===== src/rtl/alu_pkg.sv =====
// Shared ALU definitions: op codes, datapath widths and the issue-slot record.
// Used by alu_share_arbiter (optional fixed-priority mode: ALU_ARB_PRIO0_EN).
package alu_pkg;

    localparam int DATA_W = 32;
    localparam int CTRL_W = 4;

    localparam logic [CTRL_W-1:0] ALU_AND = 4'd0;
    localparam logic [CTRL_W-1:0] ALU_OR  = 4'd1;
    localparam logic [CTRL_W-1:0] ALU_ADD = 4'd2;
    localparam logic [CTRL_W-1:0] ALU_SUB = 4'd6;
    localparam logic [CTRL_W-1:0] ALU_SLT = 4'd7;
    localparam logic [CTRL_W-1:0] ALU_NOR = 4'd12;

    typedef struct packed {
        logic [DATA_W-1:0] a;
        logic [DATA_W-1:0] b;
        logic [CTRL_W-1:0] op;
    } alu_req_t;

endpackage


===== src/rtl/rr_pick.sv =====
// Combinational round-robin picker: first requester after last_i, with wrap.
// Outputs a one-hot grant, its index and an any-request flag.
module rr_pick #(
    parameter int N     = 2,
    parameter int IDX_W = 2
) (
    input  logic [N-1:0]     req_i,
    input  logic [IDX_W-1:0] last_i,
    output logic [N-1:0]     gnt_o,
    output logic [IDX_W-1:0] idx_o,
    output logic             any_o
);

    // Two passes: positions above last_i first, then wrap to 0..last_i.
    always_comb begin
        gnt_o = '0;
        idx_o = '0;
        any_o = 1'b0;
        for (int i = 0; i < N; i++) begin
            if (!any_o && req_i[i] && (i > int'(last_i))) begin
                gnt_o[i] = 1'b1;
                idx_o    = IDX_W'(i);
                any_o    = 1'b1;
            end
        end
        for (int i = 0; i < N; i++) begin
            if (!any_o && req_i[i] && (i <= int'(last_i))) begin
                gnt_o[i] = 1'b1;
                idx_o    = IDX_W'(i);
                any_o    = 1'b1;
            end
        end
    end

endmodule


===== src/rtl/alu_share_arbiter.sv =====
// Shares one combinational ALU among N_REQ requesters: arbitrate -> issue reg -> ALU -> response reg.
// Define ALU_ARB_PRIO0_EN to give requester 0 fixed top priority; others stay round-robin.
module alu_share_arbiter
    import alu_pkg::*;
#(
    parameter int N_REQ = 2,
    parameter int ID_W  = 2
) (
    input  logic                     clk,
    input  logic                     rst,
    input  logic [N_REQ-1:0]         req_valid,
    output logic [N_REQ-1:0]         req_ready,
    input  logic [N_REQ*DATA_W-1:0]  req_a,
    input  logic [N_REQ*DATA_W-1:0]  req_b,
    input  logic [N_REQ*CTRL_W-1:0]  req_op,
    output logic [DATA_W-1:0]        alu_a,
    output logic [DATA_W-1:0]        alu_b,
    output logic [CTRL_W-1:0]        alu_ctrl,
    input  logic [DATA_W-1:0]        alu_out,
    input  logic                     alu_zero,
    output logic                     rsp_valid,
    input  logic                     rsp_ready,
    output logic [DATA_W-1:0]        rsp_data,
    output logic                     rsp_zero,
    output logic [ID_W-1:0]          rsp_id
);

    logic              s1_valid_q;
    alu_req_t          s1_q;
    logic [ID_W-1:0]   s1_id_q;

    logic              rsp_valid_q;
    logic [DATA_W-1:0] rsp_data_q;
    logic              rsp_zero_q;
    logic [ID_W-1:0]   rsp_id_q;

    logic [ID_W-1:0]   last_grant_q;
    logic [ID_W-1:0]   last_grant_d;

    logic              s2_free;
    logic              s1_adv;
    logic              s1_free;
    logic              xfer;

    logic [N_REQ-1:0]  pick_req;
    logic [N_REQ-1:0]  pick_gnt;
    logic [ID_W-1:0]   pick_idx;
    logic              pick_any;

    logic [N_REQ-1:0]  win_gnt;
    logic [ID_W-1:0]   win_idx;
    logic              win_any;
    alu_req_t          win_op;

    assign s2_free = !rsp_valid_q || rsp_ready;
    assign s1_adv  = s1_valid_q && s2_free;
    assign s1_free = !s1_valid_q || s1_adv;

    rr_pick #(
        .N     (N_REQ),
        .IDX_W (ID_W)
    ) u_pick (
        .req_i  (pick_req),
        .last_i (last_grant_q),
        .gnt_o  (pick_gnt),
        .idx_o  (pick_idx),
        .any_o  (pick_any)
    );

`ifdef ALU_ARB_PRIO0_EN
    // Requester 0 is masked out of the rotation; last_grant only tracks the others.
    assign pick_req = {req_valid[N_REQ-1:1], 1'b0};

    always_comb begin
        if (req_valid[0]) begin
            win_gnt = N_REQ'(1);
            win_idx = '0;
            win_any = 1'b1;
        end else begin
            win_gnt = pick_gnt;
            win_idx = pick_idx;
            win_any = pick_any;
        end
    end

    assign last_grant_d = (xfer && (win_idx != '0)) ? win_idx : last_grant_q;
`else
    assign pick_req = req_valid;

    always_comb begin
        win_gnt = pick_gnt;
        win_idx = pick_idx;
        win_any = pick_any;
    end

    assign last_grant_d = xfer ? win_idx : last_grant_q;
`endif

    always_comb begin
        win_op = '0;
        for (int i = 0; i < N_REQ; i++) begin
            if (win_gnt[i]) begin
                win_op.a  = req_a[DATA_W*i +: DATA_W];
                win_op.b  = req_b[DATA_W*i +: DATA_W];
                win_op.op = req_op[CTRL_W*i +: CTRL_W];
            end
        end
    end

    assign req_ready = (s1_free && win_any) ? win_gnt : '0;
    assign xfer      = |(req_valid & req_ready);

    always_ff @(posedge clk) begin
        if (rst) begin
            s1_valid_q   <= 1'b0;
            s1_q         <= '0;
            s1_id_q      <= '0;
            rsp_valid_q  <= 1'b0;
            rsp_data_q   <= '0;
            rsp_zero_q   <= 1'b0;
            rsp_id_q     <= '0;
            last_grant_q <= ID_W'(N_REQ - 1);
        end else begin
            if (xfer) begin
                s1_valid_q <= 1'b1;
                s1_q       <= win_op;
                s1_id_q    <= win_idx;
            end else if (s1_adv) begin
                s1_valid_q <= 1'b0;
            end

            if (s1_adv) begin
                rsp_valid_q <= 1'b1;
                rsp_data_q  <= alu_out;
                rsp_zero_q  <= alu_zero;
                rsp_id_q    <= s1_id_q;
            end else if (rsp_ready) begin
                rsp_valid_q <= 1'b0;
            end

            last_grant_q <= last_grant_d;
        end
    end

    // Idle ALU inputs are forced to zero so a stale op never toggles the shared ALU.
    assign alu_a    = s1_valid_q ? s1_q.a  : '0;
    assign alu_b    = s1_valid_q ? s1_q.b  : '0;
    assign alu_ctrl = s1_valid_q ? s1_q.op : '0;

    assign rsp_valid = rsp_valid_q;
    assign rsp_data  = rsp_data_q;
    assign rsp_zero  = rsp_zero_q;
    assign rsp_id    = rsp_id_q;

endmodule

===== config.mk =====
export PLATFORM = sky130hd
export DESIGN_NAME = alu_share_arbiter
export DESIGN_NICKNAME = d
export VERILOG_FILES = /design/src/rtl/alu_pkg.sv /design/src/rtl/rr_pick.sv /design/src/rtl/alu_share_arbiter.sv
export SDC_FILE = /design/constraint.sdc
export NUM_CORES = 1
export LEC_CHECK = 0
export ABC_CLOCK_PERIOD_IN_PS = 2300
export CORE_ASPECT_RATIO = 1.75
export CORE_MARGIN = 5
export CORE_UTILIZATION = 43
export CTS_BUF_LIST = sky130_fd_sc_hd__clkbuf_4
export CTS_CLUSTER_DIAMETER = 40
export DETAILED_ROUTE_END_ITERATION = 10
export GPL_TIMING_DRIVEN = 0
export PLACE_DENSITY = 0.88
export SYNTH_ARGS = -nofsm -noshare
export SYNTH_HDL_FRONTEND = slang
export SYNTH_SLANG_ARGS = --single-unit

===== constraint.sdc =====
create_clock -name clk -period 2.3 [get_ports clk]
set_clock_uncertainty 0.05 [all_clocks]
set_input_delay 0.46 -clock clk [delete_from_list [all_inputs] [get_ports clk]]
set_output_delay 0.46 -clock clk [all_outputs]
set_load 0.05 [all_outputs]

==> impl_metrics.ini <==
[floorplan]
die_width_um = 91.5
die_y_um = 153
coreArea_um2 = 11500
initial_core_util = 0.434
placement_rows = 52
floorplan.die_area_um2 = 14000
floorplan.io_pins = 280

[worst_hold_path]
worst_hold_path_ep = rsp_data[2]
min_delay_path_depth = 2
startpoint_of_the_most_critical_hold_path = rsp_data[2]
worstHoldPathType = flop to flop

[clocking]
clock_insertion_delay_worst_skew_ps = 460
clock_sink_count = 106
path_clk_slew_ps = 170
cts_htree_levels = 3
number_of_buffers_added_by_the_clock_tree_synthesis_step = 9
clock_tree.buffer_depth = 2
tritoncts = built
clock_tree_root_driver_cell = clkbuf_4

[synth]
yosysUniqueCellTypes = 32
adder_cell_fraction_of_synth_area = 0
ys.warnings.count = 0
synth_compound_gate_area_share = 0.286
synth.largest_area_cell = dfxtp_1
synth_top_area_cells = dfxtp_1, and2_1, a221o_1, nor4b_1, a21oi_1
synth-seq-area-share = 0.424
postSynthNetCount = 705
synth_top_family_by_area = compound AO/OA/AOI/OAI gates
yosys.area_share.simple = 0.213
async_reset_ff_frac = 0
yosys_register_bits = 106
post_synth_mux_area_share = 0
dominantRegCellSynth = dfxtp_1
synth.cells.most_frequent = dfxtp_1, and2_1, a21oi_1, a221o_1, nor4b_1
synth.top_cell.area_share = 0.424
synth_enable_flop_cells = 0
synthesis.area_um2 = 5000
synth.avg_cell_area_um2 = 9.42
post_synth_xor_area_fraction = 0
synthesis.instances = 531
yosysMostFrequentCell = dfxtp_1

[grt]
pin_count_of_the_biggest_net_entering_global_routing = 20
number_of_global_route_vias_before_repair = 5793
antenna_violations_before_repair = 1
grt_pass1_wl_mm = 30.3
global_route.overflow_total = 0
groute.usage.overall = 0.268

[drt]
post-route-drc-count = 0
dr_pass1_iterations = 5
wire_per_inst_um = 20.4
total_detailed_routing_wirelength_mm = 19.6
avgViaCountPerCell = 5.84
vias = 5603
drtAntennaViolNets = 0
drtIter0Drc = 301

[setup_path]
critical_path_arrival_ps = 1750
worstPathRequired_ps = 1790
timing.critical_path.cells = clkdlybuf4s50_1 > a21boi_4 > buf_6 > nand2_1 > inv_1 > buf_6
slowest_stage = clkdlybuf4s50_1
worst_setup_path_end_kind = primary output
worstReg2RegEnd = s1_q[0]
critical_path.reg2reg.startpoint = rsp_valid
reg2reg_slack_ps = 580
timing.critical_path.mode_cell = buf_6
ff2ff_path_depth = 5
start_kind = input port
critPathKind = input port to primary output
crit_path_max_incr_delay_ps = 560
cp_max_fo = 10

[outcome]
status = finished, final reports clean

[job]
maxCapViolations = 0

[placement]
placement.cell_area_um2 = 7950
port-buffer-count = 277
hpwl_mm = 15.6
gp_congestion = 0.871

[cells_and_area]
area_delta_synth_final_pct = 60.1
number_of_fillers_in_the_final_layout = 916
nets = 992
post-route-util = 0.695
post-route-cell-area_um2 = 8010
drive_gt1_frac = 0.176

[timing]
setup_viol_count_final = 0
timing_worst_slew_pin_value_ps = 731
timing.max_slew.rel_slack = 0.512
fin_setup_tns_ps = 0
grt_setup_unrepaired = yes
min_period_over_period = 0.983
post-route-min-period_ps = 2260
final-hold-violation-count = 0
final_max_tran_viols = 0
maxClockFrequency_mhz = 442

[pwr]
p_total_uw = 4530
cellLeakagePower_uw = 0.00301
p_per_area_nw_per_um2 = 566
worst_ir_drop_on_vdd_mv = 0.406
[through the flow]
stage / instances / hold slack (ps) / setup WS [ps]
finish: 959 / 440 / 38.3
global route: 959 / 452 / -11.9
CTS: 959 / 437 / 1.23
detailed placement: 943 / 417 / -894
global placement: 943 / 410 / -851
floorplan: 531 / 394 / 68.7
[power breakdown]
group          switching (µW)  leakage (µW)  internal, µW
combinational             745       0.00205           607
sequential               76.9      0.000877          1980
clock                     668     0.0000861           451
total                    1490       0.00301          3040
[flip-flops by register name (all words and copies together), names as in the netlist]
signal        cells
s1_q             68
rsp_valid         1
rsp_data         32
rsp_id            1
s1_id_q           1
last_grant_q      1
rsp_zero          1
s1_valid_q        1
[placed cells by master, fill, tap and decap left out, types with 2 or more instances in the layout]
master / netlist / layout
clkdlybuf4s50_1: 0 / 205
dfxtp_1: 106 / 104
and2_1: 68 / 68
a21oi_1: 63 / 63
nor4b_1: 42 / 42
a221o_1: 42 / 42
clkbuf_4: 0 / 39
o21ai_0: 35 / 35
nand3_1: 34 / 34
buf_2: 17 / 31
a32oi_1: 26 / 26
clkbuf_1: 30 / 23
buf_4: 12 / 19
clkdlybuf4s15_2: 0 / 18
a211oi_1: 16 / 16
a211oi_2: 10 / 10
buf_6: 6 / 9
clkbuf_2: 1 / 5
inv_1: 3 / 3
nor2b_1: 2 / 2
nand3b_1: 2 / 2
nand2b_1: 2 / 2
buf_1: 2 / 2
bufinv_16: 0 / 2
[per-layer routing]
metal / routed length, µm / GRT usage / vias up / part of all wire
met5: 0 / 0 / - / 0
met4: 944 / 0.135 / 0 / 0.048
met3: 1440 / 0.0687 / 65 / 0.073
met2: 10500 / 0.507 / 275 / 0.54
met1: 6670 / 0.260 / 2659 / 0.34
li1: - / - / 2604 / -
[critical path: cells and delay by family]
family | cells | cell delay [ps]
AOI/OAI and AO/OA | 1 | 220
buffers and inverters | 4 | 970
and+or+nand+nor | 1 | 100
[how the worst max path moves through the flow]
stage / startpoint / slack (ps) / end
5_1_grt: rsp_valid / -10 / req_ready[1]
3_5_place_dp: req_valid[0] / -890 / req_ready[1]
4_1_cts: s1_valid_q / 1 / alu_b[27]
2_1_floorplan: rsp_valid / 70 / req_ready[0]
3_3_place_gp: req_valid[0] / -850 / req_ready[1]
6_report: req_valid[1] / 40 / req_ready[1]
[kinds of logic (layout without fill, tap and decap cells)]
kind of cell	after synthesis	after routing
compound gates	196	196
simple gates	157	157
flops	106	106
buf+inv	71	363
other cells	1	2
[area by class of cell]
| class | count | area [µm²] | area share |
|---|---|---|---|
| timing repair buffer | 278 | 2640 | 0.330 |
| multi-input combinational | 354 | 2510 | 0.314 |
| sequential | 106 | 2130 | 0.266 |
| buffer | 66 | 375 | 0.0469 |
| tap | 135 | 169 | 0.0211 |
| clock inverter | 7 | 100 | 0.0125 |
| clock buffer | 9 | 67.6 | 0.00844 |
| inverter | 3 | 11.3 | 0.00141 |
| antenna | 1 | 2.50 | 0.000313 |
[timing repair]
| item | CTS | global route |
|---|---|---|
| hold buffers | 0 | 0 |
| buffers inserted | 1 | 0 |
| pin swaps | 1 | 0 |
| gates resized for setup | 336 | 37 |
| setup endpoints to repair | 70 | 35 |
(Power assumes the default switching activity.)
